### src/rtl/arith_pkg.sv
// rtl/arith_pkg.sv - shared types and helpers for the bit-serial arithmetic units
package arith_pkg;

    localparam int DEFAULT_WIDTH = 8;

    typedef enum logic [1:0] {
        IDLE  = 2'd0,
        SHIFT = 2'd1,
        DONE  = 2'd2
    } state_t;

    // Signed overflow of a - b: operand signs differ and the result sign left the minuend's.
    function automatic logic sub_ovf(input logic a_msb, input logic b_msb, input logic d_msb);
        return (a_msb != b_msb) && (d_msb != a_msb);
    endfunction

endpackage

### src/rtl/serial_subtractor_if.sv
// rtl/serial_subtractor_if.sv - start/busy/done handshake bundle for the serial subtractor
interface serial_subtractor_if #(
    parameter int WIDTH = 8
);
    logic             start;
    logic [WIDTH-1:0] a;
    logic [WIDTH-1:0] b;
    logic             busy;
    logic             done;
    logic [WIDTH-1:0] diff;
    logic             bout;
    logic             ovf;

    modport master (output start, a, b, input busy, done, diff, bout, ovf);
    modport slave  (input start, a, b, output busy, done, diff, bout, ovf);
endinterface

### src/rtl/fullsubtractor.sv
// rtl/fullsubtractor.sv - single-bit full subtractor cell
module fullsubtractor (
    input  logic a_i,
    input  logic b_i,
    input  logic bin_i,
    output logic d_o,
    output logic bout_o
);
    assign d_o    = a_i ^ b_i ^ bin_i;
    assign bout_o = (~a_i & b_i) | (~(a_i ^ b_i) & bin_i);
endmodule

### src/rtl/serial_subtractor.sv
// rtl/serial_subtractor.sv - LSB-first bit-serial a - b with start/busy/done handshake
module serial_subtractor
    import arith_pkg::*;
#(
    parameter int WIDTH = DEFAULT_WIDTH
) (
    input  logic                clk,
    input  logic                rst,
    serial_subtractor_if.slave  sub
);
    localparam int CNT_W = $clog2(WIDTH);
    localparam logic [CNT_W-1:0] LAST = CNT_W'(WIDTH - 1);

    state_t           state_q;
    logic [WIDTH-1:0] a_q;
    logic [WIDTH-1:0] b_q;
    logic             a_msb_q;
    logic             b_msb_q;
    logic             br_q;
    logic [CNT_W-1:0] cnt_q;
    logic             busy_q;
    logic             done_q;
    logic [WIDTH-1:0] diff_q;
    logic             bout_q;
    logic             ovf_q;

    logic             d_bit;
    logic             br_d;
    logic [WIDTH-1:0] a_d;

    fullsubtractor u_cell (
        .a_i    (a_q[0]),
        .b_i    (b_q[0]),
        .bin_i  (br_q),
        .d_o    (d_bit),
        .bout_o (br_d)
    );

    // The minuend register doubles as the result register: each difference bit
    // enters at the MSB as the consumed operand bit leaves at the LSB.
    assign a_d = {d_bit, a_q[WIDTH-1:1]};

    always_ff @(posedge clk or posedge rst) begin
        if (rst) begin
            state_q <= IDLE;
            a_q     <= '0;
            b_q     <= '0;
            a_msb_q <= 1'b0;
            b_msb_q <= 1'b0;
            br_q    <= 1'b0;
            cnt_q   <= '0;
            busy_q  <= 1'b0;
            done_q  <= 1'b0;
            diff_q  <= '0;
            bout_q  <= 1'b0;
            ovf_q   <= 1'b0;
        end else begin
            done_q <= 1'b0;
            case (state_q)
                IDLE, DONE: begin
                    if (sub.start) begin
                        a_q     <= sub.a;
                        b_q     <= sub.b;
                        a_msb_q <= sub.a[WIDTH-1];
                        b_msb_q <= sub.b[WIDTH-1];
                        br_q    <= 1'b0;
                        cnt_q   <= '0;
                        busy_q  <= 1'b1;
                        state_q <= SHIFT;
                    end else begin
                        busy_q  <= 1'b0;
                        state_q <= IDLE;
                    end
                end
                SHIFT: begin
                    a_q   <= a_d;
                    b_q   <= b_q >> 1;
                    br_q  <= br_d;
                    cnt_q <= cnt_q + CNT_W'(1);
                    if (cnt_q == LAST) begin
                        diff_q  <= a_d;
                        bout_q  <= br_d;
                        ovf_q   <= sub_ovf(a_msb_q, b_msb_q, d_bit);
                        busy_q  <= 1'b0;
                        done_q  <= 1'b1;
                        state_q <= DONE;
                    end
                end
                default: begin
                    busy_q  <= 1'b0;
                    state_q <= IDLE;
                end
            endcase
        end
    end

    assign sub.busy = busy_q;
    assign sub.done = done_q;
    assign sub.diff = diff_q;
    assign sub.bout = bout_q;
    assign sub.ovf  = ovf_q;

endmodule
### src/flat_wrapper.sv
// flat-port wrapper written by rule: the top's interface ports become plain ports
module serial_subtractor_flat import arith_pkg::*;
#(
    parameter int WIDTH = DEFAULT_WIDTH
)
  (clk, rst, sub_start, sub_a, sub_b, sub_busy, sub_done, sub_diff, sub_bout, sub_ovf);
  serial_subtractor_if #(.WIDTH(WIDTH)) sub_i ();
  input  logic clk;
  input  logic rst;
  input wire logic [$bits(sub_i.start)-1:0] sub_start;
  input wire logic [$bits(sub_i.a)-1:0] sub_a;
  input wire logic [$bits(sub_i.b)-1:0] sub_b;
  output wire logic [$bits(sub_i.busy)-1:0] sub_busy;
  output wire logic [$bits(sub_i.done)-1:0] sub_done;
  output wire logic [$bits(sub_i.diff)-1:0] sub_diff;
  output wire logic [$bits(sub_i.bout)-1:0] sub_bout;
  output wire logic [$bits(sub_i.ovf)-1:0] sub_ovf;
  assign sub_i.start = sub_start;
  assign sub_i.a = sub_a;
  assign sub_i.b = sub_b;
  assign sub_busy = sub_i.busy;
  assign sub_done = sub_i.done;
  assign sub_diff = sub_i.diff;
  assign sub_bout = sub_i.bout;
  assign sub_ovf = sub_i.ovf;
  serial_subtractor #(.WIDTH(WIDTH)) u_core (.clk(clk), .rst(rst), .sub(sub_i));
endmodule
### config.mk
export PLATFORM = sky130hd
export DESIGN_NAME = serial_subtractor_flat
export DESIGN_NICKNAME = d
export VERILOG_FILES = /design/src/rtl/arith_pkg.sv /design/src/rtl/serial_subtractor_if.sv /design/src/rtl/fullsubtractor.sv /design/src/rtl/serial_subtractor.sv /design/src/flat_wrapper.sv
export SDC_FILE = /design/constraint.sdc
export NUM_CORES = 1
export LEC_CHECK = 0
export CAP_MARGIN = 0
export CORE_ASPECT_RATIO = 0.8
export CORE_MARGIN = 2
export CORE_UTILIZATION = 54
export CTS_CLUSTER_DIAMETER = 150
export DETAILED_ROUTE_END_ITERATION = 7
export PLACE_DENSITY = 0.83
export SYNTH_ARGS = -nofsm -noshare
export SYNTH_HDL_FRONTEND = slang
export SYNTH_HIERARCHICAL = 1
export SYNTH_SLANG_ARGS = --single-unit
### constraint.sdc
create_clock -name clk -period 4.7 [get_ports clk]
set_input_delay 0.94 -clock clk [delete_from_list [all_inputs] [get_ports clk]]
set_output_delay 0.94 -clock clk [all_outputs]
set_load 0.01 [all_outputs]
# Word level (Yosys, flattened, before mapping)
# Cells that the tools add are included.
[classes]
reduce_logical = 7
addsub = 1
n_eq_ne = 7
mux = 16
bitwise = 7
[op_table]
columns = ["op", "count"]
rows = [
  ["8-bit one-hot mux with 2 select lines", 2],
  ["8-bit 2-to-1 mux", 2],
  ["1-bit 2-to-1 mux", 6],
  ["3-bit one-hot mux with 2 select lines", 1],
  ["2-bit AND reduction", 3],
  ["1-bit one-hot mux with 2 select lines", 2],
  ["2-bit one-hot mux with 2 select lines", 1],
  ["3-bit by 1-bit adder with 3-bit output (second input constant)", 1],
  ["3-bit equality test (second input constant)", 1],
  ["3-bit 2-to-1 mux", 1],
  ["1-bit bitwise AND", 2],
  ["2-bit by 1-bit equality test with 1-bit output (second input constant)", 1],
  ["2-bit equality test (second input constant)", 1],
  ["2-bit logical NOT", 1],
  ["2-bit 2-to-1 mux", 1],
  ["1-bit != test", 2],
  ["2-bit by 1-bit != test with 1-bit output (second input constant)", 1],
  ["2-bit != test (second input constant)", 1],
  ["1-bit inverter", 2],
  ["2-bit nonzero test", 1],
  ["2-bit OR reduction", 1],
  ["1-bit bitwise XOR", 2],
  ["1-bit logical AND", 1],
  ["1-bit OR", 1],
]
[totals]
reg_bits = 36
wordCells = 50
input_bits = 19

# Logic depth before layout (Yosys ltp)
[logic_depth]
depth_word = 5
ltp_mapped = 6
ltp_nobuf = 5

# Modules after synthesis
# The synthesis kept the hierarchy.
[modules_own_cells]
columns = ["mod", "area_per_inst_um2", "n_inst", "cells_each"]
rows = [
  ["serial_subtractor", 1541.5, 1, 144],
  ["fullsubtractor", 31.3, 1, 4],
]

# Worst setup path after synthesis
# OpenSTA, ideal clock, no wires.
[synth_timing]
path_kind = "input to register"
start = "in sub_start"
end = "reg u_core.a_q[7]"
setup_ns = 0.121
setup_slack_ns = 3.019
arrival_ns = 1.559
path_stages = 5
t_required_ns = 4.579
path_cell_list = "nor2b_1 > buf_4 > buf_6 > a22oi_1 > nand2_1"
[synth_between]
elab_chain_cells = 2
[synth_lines]
columns = ["item", "line", "source"]
rows = [
  ["from (decl)", "flat_wrapper.sv:10", "input wire logic [$bits(sub_i.start)-1:0] sub_start;"],
  ["2-bit != test (no source line)", "-", ""],
  ["2-bit AND reduction (no source line)", "-", ""],
  ["to (signal assigned)", "serial_subtractor.sv:62", "a_q <= sub.a;"],
  ["to (decl)", "serial_subtractor.sv:15", "logic [WIDTH-1:0] a_q;"],
]
# No other way between the ends.
# A chain may end at the register's enable or synchronous reset.

# Worst setup path in the final report
[layout_timing]
start = "in sub_start"
end = "reg u_core.a_q[1]"
# The elaborated chain is that of the path after synthesis.

==> results.ini <==
[route]
drtAntennaViolNets=0
drt_wl_total_um=3140
drt_iter0_drc=74
first_pass_iters=4
vias_per_cell=5.40
detail_route.wl_per_cell_um=14.5
drc=0
via_count=1166

[layout]
multi_input_area_sq_um=586
syn2layout_area_growth_pct=23.6
layout-drive-gt1-share=0.112
insertedDiodeCount=0
fill_cells=215
final_nets=199
final_util=0.703
ff_latch_area_sq_um=901

[yosys]
synth_top_area_frac=0.573
synth_mux_area_frac=0.0788
synth_compound_area_frac=0.103
synth_edf_count=0
synth_top_family_by_area=simple AND/OR/NAND/NOR gates
syn_area_sq_um=1570
ys.flop_type=dfrtp_1
synth_top_cell_by_area=dfrtp_1
synthAdderAreaFrac=0.0286
synth_area_leaders=dfrtp_1, nand2_1, mux2_4
synth_xor_xnor_area_share=0
async_flop_share=1.00
netlist_top_cells_count=dfrtp_1, nand2_1, nor2_1, a31oi_1, inv_1
ys_ff_latch=36
yosysWarnings=6
synthCells=148
synth_area_per_cell_sq_um=10.6
synth_fp_nets=170
yosysUniqueCellTypes=24
synth-simple-area-share=0.161
ys_seq_area_frac=0.573

[pwr]
vdd_drop_max_v=0.000427
power_density_nw_per_um2=686
power_leakage_uw=0.000919

[placed_design]
place_congestion=0.796
dp_hpwl_um=2060
portBuffers=30

[timing]
tns_ps=0
finalCritPeriodShare=0.540
grt_setup_unrepaired=no
maxSlewViolCount=0
worstMarginPinSlew_ps=1230
fmax_ghz=0.394
fin_worst_skew_ps=11.8
slew_headroom=0.177
fin_crit_ps=2540
finalHoldViolations=0
finalSetupViolations=0

[clock_tree]
cts_sinks=36
cts_tree=yes
root_buffer=clkbuf_4
cts.clk_slew.worst_paths_ps=110
cts-htree-levels=2
worstSkewPairLatency_ps=350
hold_buffers=0
post-cts-setup-buffer-count=0
cts_max_path_buffers=2
cts_buffers=5
cts-resized-gates=0

[global_routing]
grt_pass1_wl_um=5100
grt_overflow_total=0
grt_pass1_vias=1093
grt_use_total=0.212
grt_max_degree=37
antenna_found_initial=0

[worst_setup_path]
end_kind=register
slowest_stage=nor2b_1
cp.arrival_ps=2810
timing_worst_setup_path_type=input port to register
start_kind=input port
cp_num_buf_inv=1
slowest_delay_ps=960
cp_cell_sequence=clkdlybuf4s50_1, nor2b_1, nand2_1, a31oi_1
path_delay_family=simple AND/OR/NAND/NOR gates
crit_fanout=19
critPathRequiredTime_ps=4970

[die]
die_y_um=52.3
design.core.area_sq_um=2770
die_w_um=64.3
num_rows=17
start_util=0.569
ioPinCount=31
die_area_sq_um=3360

[run]
cap_violations=0

[hold_path]
holdCritPathClass=register to register

[run_status]
status=completed

-- final cells by class --
cell class	count	area share
Sequential cell	36	0.463
Multi-Input combinational cell	96	0.301
Timing Repair Buffer	31	0.158
Tap cell	38	0.0245
Clock buffer	6	0.0212
Clock inverter	2	0.0180
Inverter	7	0.0135
-- registers in the layout (all words and copies together) (netlist names) --
signal,cells
u_core/state_q,2
u_core/a_q,8
u_core/a_msb_q,1
u_core/sub.ovf,1
u_core/b_msb_q,1
u_core/b_q,8
u_core/sub.diff,8
u_core/sub.bout,1
u_core/br_q,1
u_core/cnt_q,3
u_core/sub.busy,1
u_core/sub.done,1
-- cells in the final DEF (no fill, tap or decap) --
cell | Yosys | final
and3b_1 | 1 | 1
o31ai_2 | 1 | 1
nor2b_1 | 1 | 1
clkbuf_1 | 0 | 1
buf_4 | 1 | 1
and2b_1 | 1 | 1
dfrtp_1 | 36 | 36
mux2_4 | 6 | 6
clkbuf_4 | 0 | 5
nand3_1 | 2 | 2
nand2b_1 | 2 | 2
clkinv_2 | 0 | 1
mux2_2 | 3 | 3
a21oi_1 | 1 | 1
a22oi_1 | 1 | 1
nand2_1 | 36 | 36
fa_1 | 1 | 1
clkdlybuf4s50_1 | 0 | 30
a31oi_1 | 14 | 14
a22o_1 | 4 | 4
nor2_2 | 1 | 1
nor2_1 | 15 | 15
o21ai_0 | 3 | 3
ha_1 | 2 | 2
nand3b_2 | 1 | 1
inv_1 | 7 | 7
bufinv_16 | 0 | 1
-- per-layer routing --
layer	vias up	track usage	part of all wire
met3	7	0.0946	0.061
li1	553	-	-
met5	-	0	0
met2	42	0.306	0.45
met4	0	0.0887	0.015
met1	564	0.278	0.47
-- worst paths after layout --
| path | startpoint | endpoint | slack (ps) | cells after the start |
|---|---|---|---|---|
| worst max-delay path | sub_start | u_core/a_q[1] | 2160 | 4 |
| worst min-delay path | u_core/sub.ovf | u_core/sub.ovf | 500 | 2 |
| worst max register to register | u_core/state_q[0] | u_core/a_q[1] | 2800 | 3 |
| worst min register to register | u_core/sub.ovf | u_core/sub.ovf | 500 | 2 |
| max in group asynchronous | rst | u_core/sub.bout | 3390 | 3 |
| min in group asynchronous | rst | u_core/sub.diff[4] | 980 | 3 |
-- power by group --
part / leakage [uW] / switching, uW / internal, uW
Clock: 0.0000422 / 106 / 111
Sequential: 0.000429 / 91.2 / 458
Combinational: 0.000448 / 279 / 288
-- stage by stage --
step / hold WS (ps) / std cells / total power, uW / setup WS [ps] / area [sq um]
after floorplan: 461 / 148 / 937 / 2960 / 1570
after global placement: 477 / 208 / 1080 / 1880 / 1870
after detailed placement: 474 / 208 / 1120 / 1850 / 1870
after CTS: 505 / 216 / 1340 / 2220 / 1940
after global routing: 534 / 216 / 1430 / 2020 / 1940
final: 498 / 216 / 1330 / 2160 / 1940
-- tightest hold or removal path, cell delays in order (launching register included) --
cell	delay, ps
dfrtp_1	360
nand2_1	50
o21ai_0	60
-- cells by family (layout without fill, tap and decap cells) --
| family | count (synthesis) | in the layout |
|---|---|---|
| compound gates | 24 | 24 |
| fa+ha+maj | 3 | 3 |
| buf+inv | 16 | 46 |
| flops | 36 | 36 |
| mux | 9 | 9 |
| simple gates | 60 | 60 |
Note: power is estimated with default switching activity, not from simulation.
